--- src/rtl/key_expand_ctrl.sv ---
// AES-128 key schedule feeder: RotWord, byte-serial SubWord through a shared S-box port, Rcon XOR, round sequencing.
// Build option ROUND_KEY_STORE_EN adds an (NR+1)-entry readable round key store.
module key_expand_ctrl #(
    parameter int unsigned NR = 10,
    parameter int unsigned KW = 128
) (
    input  logic          clk,
    input  logic          rst,
    input  logic          start,
    input  logic [KW-1:0] key_in,
    input  logic [KW-1:0] round_key,
    input  logic          key_flag,
    output logic [7:0]    sbox_addr,
    input  logic [7:0]    sbox_data,
    output logic [31:0]   s_boxed_row,
    output logic          row_valid,
    output logic [3:0]    round_num,
    output logic          busy,
    output logic          done,
    input  logic [3:0]    rk_rd_addr,
    output logic [KW-1:0] rk_rd_data
);

    typedef enum logic [3:0] {
        IDLE, LOAD, SUB0, SUB1, SUB2, SUB3, RCON, HOLD, DONE
    } state_e;

    state_e        state_q, state_d;
    logic [KW-1:0] cur_key_q, cur_key_d;
    logic [31:0]   rot_q, rot_d;
    logic [31:0]   sub_q, sub_d;
    logic [31:0]   s_boxed_q, s_boxed_d;
    logic          row_valid_q, row_valid_d;
    logic          busy_q, busy_d;
    logic [3:0]    round_q, round_d;
    logic [7:0]    rcon_q, rcon_d;
    logic          more_rounds;

    // Last column of a round key is key[31:0] with row 0 in the top byte;
    // result is {row3,row2,row1,row0} where rot row r = column row (r+1)%4.
    function automatic logic [31:0] rot_word(input logic [31:0] col);
        return {col[31:24], col[7:0], col[15:8], col[23:16]};
    endfunction

    function automatic logic [7:0] xtime(input logic [7:0] x);
        return {x[6:0], 1'b0} ^ (x[7] ? 8'h1B : 8'h00);
    endfunction

    assign more_rounds = (round_q < 4'(NR));

    always_comb begin
        state_d     = state_q;
        cur_key_d   = cur_key_q;
        rot_d       = rot_q;
        sub_d       = sub_q;
        s_boxed_d   = s_boxed_q;
        row_valid_d = row_valid_q;
        busy_d      = busy_q;
        round_d     = round_q;
        rcon_d      = rcon_q;
        sbox_addr   = '0;
        done        = 1'b0;

        case (state_q)
            IDLE: begin
                if (start) begin
                    cur_key_d = key_in;
                    round_d   = 4'd1;
                    rcon_d    = 8'h01;
                    busy_d    = 1'b1;
                    state_d   = LOAD;
                end
            end
            LOAD: begin
                rot_d   = rot_word(cur_key_q[31:0]);
                state_d = SUB0;
            end
            SUB0, SUB1, SUB2, SUB3: begin
                // Row 0 leaves the bottom of rot_q first; results enter sub_q from the top.
                sbox_addr = rot_q[7:0];
                sub_d     = {sbox_data, sub_q[31:8]};
                rot_d     = {8'h00, rot_q[31:8]};
                case (state_q)
                    SUB0:    state_d = SUB1;
                    SUB1:    state_d = SUB2;
                    SUB2:    state_d = SUB3;
                    default: state_d = RCON;
                endcase
            end
            RCON: begin
                s_boxed_d   = sub_q ^ {24'h000000, rcon_q};
                row_valid_d = 1'b1;
                state_d     = HOLD;
            end
            HOLD: begin
                if (key_flag) begin
                    cur_key_d   = round_key;
                    row_valid_d = 1'b0;
                    if (more_rounds) begin
                        round_d = round_q + 4'd1;
                        rcon_d  = xtime(rcon_q);
                        // Skip LOAD: rotate the incoming key directly to hit 5-cycle turnaround.
                        rot_d   = rot_word(round_key[31:0]);
                        state_d = SUB0;
                    end else begin
                        state_d = DONE;
                    end
                end
            end
            DONE: begin
                done    = 1'b1;
                busy_d  = 1'b0;
                round_d = '0;
                state_d = IDLE;
            end
            default: state_d = IDLE;
        endcase
    end

    always_ff @(posedge clk or negedge rst) begin
        if (!rst) begin
            state_q     <= IDLE;
            cur_key_q   <= '0;
            rot_q       <= '0;
            sub_q       <= '0;
            s_boxed_q   <= '0;
            row_valid_q <= 1'b0;
            busy_q      <= 1'b0;
            round_q     <= '0;
            rcon_q      <= 8'h01;
        end else begin
            state_q     <= state_d;
            cur_key_q   <= cur_key_d;
            rot_q       <= rot_d;
            sub_q       <= sub_d;
            s_boxed_q   <= s_boxed_d;
            row_valid_q <= row_valid_d;
            busy_q      <= busy_d;
            round_q     <= round_d;
            rcon_q      <= rcon_d;
        end
    end

    assign s_boxed_row = s_boxed_q;
    assign row_valid   = row_valid_q;
    assign round_num   = round_q;
    assign busy        = busy_q;

    logic unused_key_hi;
    assign unused_key_hi = ^cur_key_q[KW-1:32];

`ifdef ROUND_KEY_STORE_EN
    logic [KW-1:0] store_q [0:NR];
    logic          store_we;
    logic [3:0]    store_idx;
    logic [KW-1:0] store_wdata;

    always_comb begin
        store_we    = 1'b0;
        store_idx   = '0;
        store_wdata = '0;
        if (state_q == IDLE && start) begin
            store_we    = 1'b1;
            store_wdata = key_in;
        end else if (state_q == HOLD && key_flag) begin
            store_we    = 1'b1;
            store_idx   = round_q;
            store_wdata = round_key;
        end
    end

    always_ff @(posedge clk or negedge rst) begin
        if (!rst) begin
            for (int unsigned i = 0; i <= NR; i++) begin
                store_q[i] <= '0;
            end
        end else if (store_we) begin
            store_q[store_idx] <= store_wdata;
        end
    end

    assign rk_rd_data = (rk_rd_addr <= 4'(NR)) ? store_q[rk_rd_addr] : '0;
`else
    logic unused_rd_addr;
    assign unused_rd_addr = ^rk_rd_addr;
    assign rk_rd_data     = '0;
`endif

endmodule
--- config.mk ---
export PLATFORM = sky130hd
export DESIGN_NAME = key_expand_ctrl
export DESIGN_NICKNAME = d
export VERILOG_FILES = /design/src/rtl/key_expand_ctrl.sv
export SDC_FILE = /design/constraint.sdc
export NUM_CORES = 1
export LEC_CHECK = 0
export BUFFER_PORTS_ARGS = -buffer_cell sky130_fd_sc_hd__buf_2
export CAP_MARGIN = 40
export CORE_ASPECT_RATIO = 0.75
export CORE_MARGIN = 2
export CORE_UTILIZATION = 25
export CTS_CLUSTER_DIAMETER = 80
export DETAILED_ROUTE_END_ITERATION = 8
export PLACE_DENSITY = 0.55
export SLEW_MARGIN = 30
export SYNTH_ARGS = -nofsm -noshare
export SYNTH_HDL_FRONTEND = slang
export SYNTH_SLANG_ARGS = --single-unit
--- constraint.sdc ---
create_clock -name clk -period 4.77 [get_ports clk]
set_input_delay 0.2385 -clock clk [delete_from_list [all_inputs] [get_ports clk]]
set_output_delay 0.2385 -clock clk [all_outputs]
set_load 0.01 [all_outputs]
==> results by stage <==
Run status:
- The run finished with clean final reports.

Setup path:
- STA classifies the critical path startpoint as a register.
- The element type at the critical path end is a register.
- The critical path's largest stage delay is 0.80 ns.
- For the worst setup path, the data arrival time is 2.93 ns.
- The critical path class is reg2reg.
- Traced cell by cell, the critical path runs through and4b_2, a32o_2, buf_4, nor2_1, a31oi_1.
- The cell type of the slowest stage on the worst timing path is sky130_fd_sc_hd__dfrtp_1.
- STA puts the critical path data required time at 5.10 ns.
- Along the worst path, the maximum fanout reaches 64.

Route:
- The average wire per standard cell is 14.6 um.
- The routed via count is 5129.
- The number of design-rule violations left by the first detailed-router iteration is 264.
- After detailed routing, the number of remaining DRC violations is 0.
- The final wirelength is 18.0 mm.
- Using the TritonRoute via totals, the vias-per-cell ratio works out to 4.14.
- The pre-antenna-repair detailed-routing pass consisted of 7 iterations.
- The count of nets left with antenna violations once routing finished came out at 0.

Global routing:
- The first-pass GRT wire length is 27.3 mm.
- The via count of the first global-routing pass is 4576.
- For this run, the total global-route usage over all layers was measured as 11.3%.
- The global-route congestion overflow total is 0.
- The number of antenna violations at the first check in global routing is 7.
- The pin count of the biggest net entering global routing is 65.

Synthesis:
- The netlist area before placement is 7600 um^2.
- The share of the Yosys chip area taken by registers is 48.1%.
- The gate count after technology mapping is 716.
- In this run, distinct cell masters in the synthesized netlist total 46.
- The area fraction of the dominant cell type after synthesis is 47.8%.
- The most used flip-flop cell after synthesis is sky130_fd_sc_hd__dfrtp_1.
- The total number of yosys warnings is 0.
- The synthesized design contains 0 enable-type register cells.
- The average instance in the mapped netlist occupies 10.6 um^2.
- After synthesis, the cell types taking the most area are sky130_fd_sc_hd__dfrtp_1 (48%), sky130_fd_sc_hd__buf_4 (13%), sky130_fd_sc_hd__mux2_2 (13%).
- The cell taking the most area after synthesis is sky130_fd_sc_hd__dfrtp_1.
- After synthesis the netlist holds a flip-flop and latch count of 146.
- The async set or reset register ratio after synthesis is 100%.

STA:
- The final critical-path required period is 2.60 ns.
- Static timing analysis puts the maximum clock frequency at 384 MHz.
- Setup repair after global routing left no endpoint under its margin.
- The worst-case headroom to the max-slew limit is 50.4%.
- Setup violations remaining at the end of the flow were counted as 0.
- The total negative slack for setup checks is 0 ns.
- The final-report hold violation count is 0.
- The count of pins over their slew limit is 0.
- For the pin with the worst max-slew slack, the measured transition is 0.742 ns.
- The worst path uses 54.5% of the clock period.
- The final setup skew is 0.0108 ns.

Die:
- The width of the chip is 205 um.
- During I/O placement, the number of pins put on the boundary was 447.
- Once the floorplan was initialized, standard cells occupied 25.3% of the core.
- The area of the die is 31800 um^2.
- The core box area is 30000 um^2.
- The floorplan step set the die height to 155 um.
- The number of placement rows is 55.

Power and ir drop:
- The analysis attributes to cell leakage a power of 4.03 nW.
- VDD sags by at most 0.313 mV.
- For this design the ratio of total power to cell area is 768 nW/um^2.

Clock network:
- The cell sitting at the root of the clock tree is a sky130_fd_sc_hd__clkbuf_16.
- After clock tree synthesis, the clock-pin slew on the worst setup and hold paths is 0.06 ns.
- The number of clock buffers added by TritonCTS is 17.
- The count of hold buffers inserted by post-cts repair is 1.
- The H-tree was split into 4 levels.
- Counting every sink on the clock net gives 146.
- The clock reaches the later pin of the worst-skew pair after 0.42 ns.
- The TritonCTS clock tree is built.
- The clock tree buffer depth is 2.
- The buffers inserted during post-CTS setup optimization is 0.
- The count of cells resized by post-cts repair is 0.

Placed design:
- Routability-driven placement finished with a final weighted congestion of 0.767.
- The post-DP HPWL is 12.7 mm.
- Summing all placed instances gives a cell area of 8130 um^2.
- The count of buffers added on input and output ports is 122.

Cells and area:
- The layout cell share with drive strength beyond 1 is 31.3%.
- The final layout contains 1095 nets.
- The most frequent standard cell in the layout excluding fill and tap cells is sky130_fd_sc_hd__dfrtp_1.
- Relative to the synthesized area, the layout overhead comes to 15.2%.
- In the layout the commonest cells are sky130_fd_sc_hd__dfrtp_1 (145), sky130_fd_sc_hd__conb_1 (128), sky130_fd_sc_hd__buf_2 (121).
- The post-layout utilization of the core is 29.2%.
- The finished cells cover 8760 um^2.

Flow run:
- Max-cap violations in this run came to 0.

Worst hold path:
- The tightest min-delay check is of the in2reg type.
## flip-flops by register name, indices dropped and copies added (netlist names)
name and count:
row_valid 1, round_num 4, rcon_q 8, cur_key_q 32
state_q 4, rot_q 32, s_boxed_row 32, busy 1
sub_q 32
## kinds of logic (layout without fill, tap and decap cells)
logic type	Yosys count	in the layout	synth area share, %
AOI/OAI and AO/OA	109	109	10.4
xor gates and xnor gates	13	13	1.50
adders and majority gates	1	1	0.165
buffers and inverters	177	169	15.8
DFF	146	146	48.1
muxes	88	88	13.0
other	1	132	0.0494
and+or+nand+nor	181	181	11.0
## synth_stat cells (all sizes together), types with 2 or more instances
master    n
inv       3
and2     34
nor2     46
clkbuf   19
nand3     4
a21oi    19
or3       2
a221o    24
mux2     88
xor2      4
o21bai    2
xnor2     9
dfrtp   145
nor2b     9
buf     155
a22o      7
o21ai    15
nand2    77
a31oi    33
nor4      2
nor3      3
## final timing paths
check | from | to | slack, ns | depth (start not counted)
worst max-delay path | state_q[0] | cur_key_q[13] | 2.17 | 5
worst min-delay path | sbox_data[2] | sub_q[26] | 0.05 | 2
worst max register to register | state_q[0] | cur_key_q[13] | 2.17 | 5
worst min register to register | row_valid | row_valid | 0.49 | 1
max in group asynchronous | rst | sub_q[3] | 3.34 | 3
min in group asynchronous | rst | s_boxed_row[24] | 0.37 | 2
## per-stage QoR
| stage | worst slack (ns) | total power, mW | cells | hold slack, ns |
|---|---|---|---|---|
| floorplan | 2.89 | 4.58 | 843 | -0.0571 |
| global placement | 2.16 | 5.32 | 1200 | 0.268 |
| detailed placement | 2.18 | 5.43 | 1201 | 0.275 |
| CTS | 2.13 | 6.83 | 1234 | 0.0241 |
| global route | 1.90 | 7.24 | 1235 | 0.0270 |
| finish | 2.17 | 6.72 | 1238 | 0.0492 |
## critical path: cells and delay by family (launching register included)
kind / cells / cell delay (ns)
DFF: 1 / 0.80
and+or+nand+nor: 2 / 0.75
AOI/OAI and AO/OA: 2 / 0.38
buffers and inverters: 1 / 0.52
## final cells by class
| class | instances | area (um^2) |
|---|---|---|
| diodes | 4 | 10.0 |
| clock buffers | 20 | 457 |
| clock inverters | 12 | 146 |
| fillers | 3193 | 21200 |
| inverters | 3 | 11.3 |
| multi-input cells | 520 | 3250 |
| flip-flops and latches | 146 | 3650 |
| well taps | 399 | 499 |
| repair buffers | 134 | 729 |
## routing by layer
layer  GRT usage (%)  wire length [um]  part of all wire (%)
met5               0                32                  0.18
met4            3.29               196                   1.1
met3            4.38              1670                   9.2
met2            15.3              7510                    42
met1            16.3              8630                    48
## power breakdown
part           total (mW)  leakage (nW)  switching, mW  internal, mW
registers            2.33          1.72          0.440          1.89
clock network        1.37         0.286          0.559         0.811
logic                3.02          2.03           1.53          1.49
total                6.72          4.03           2.53          4.20
Power figures use the tool's default switching activity.
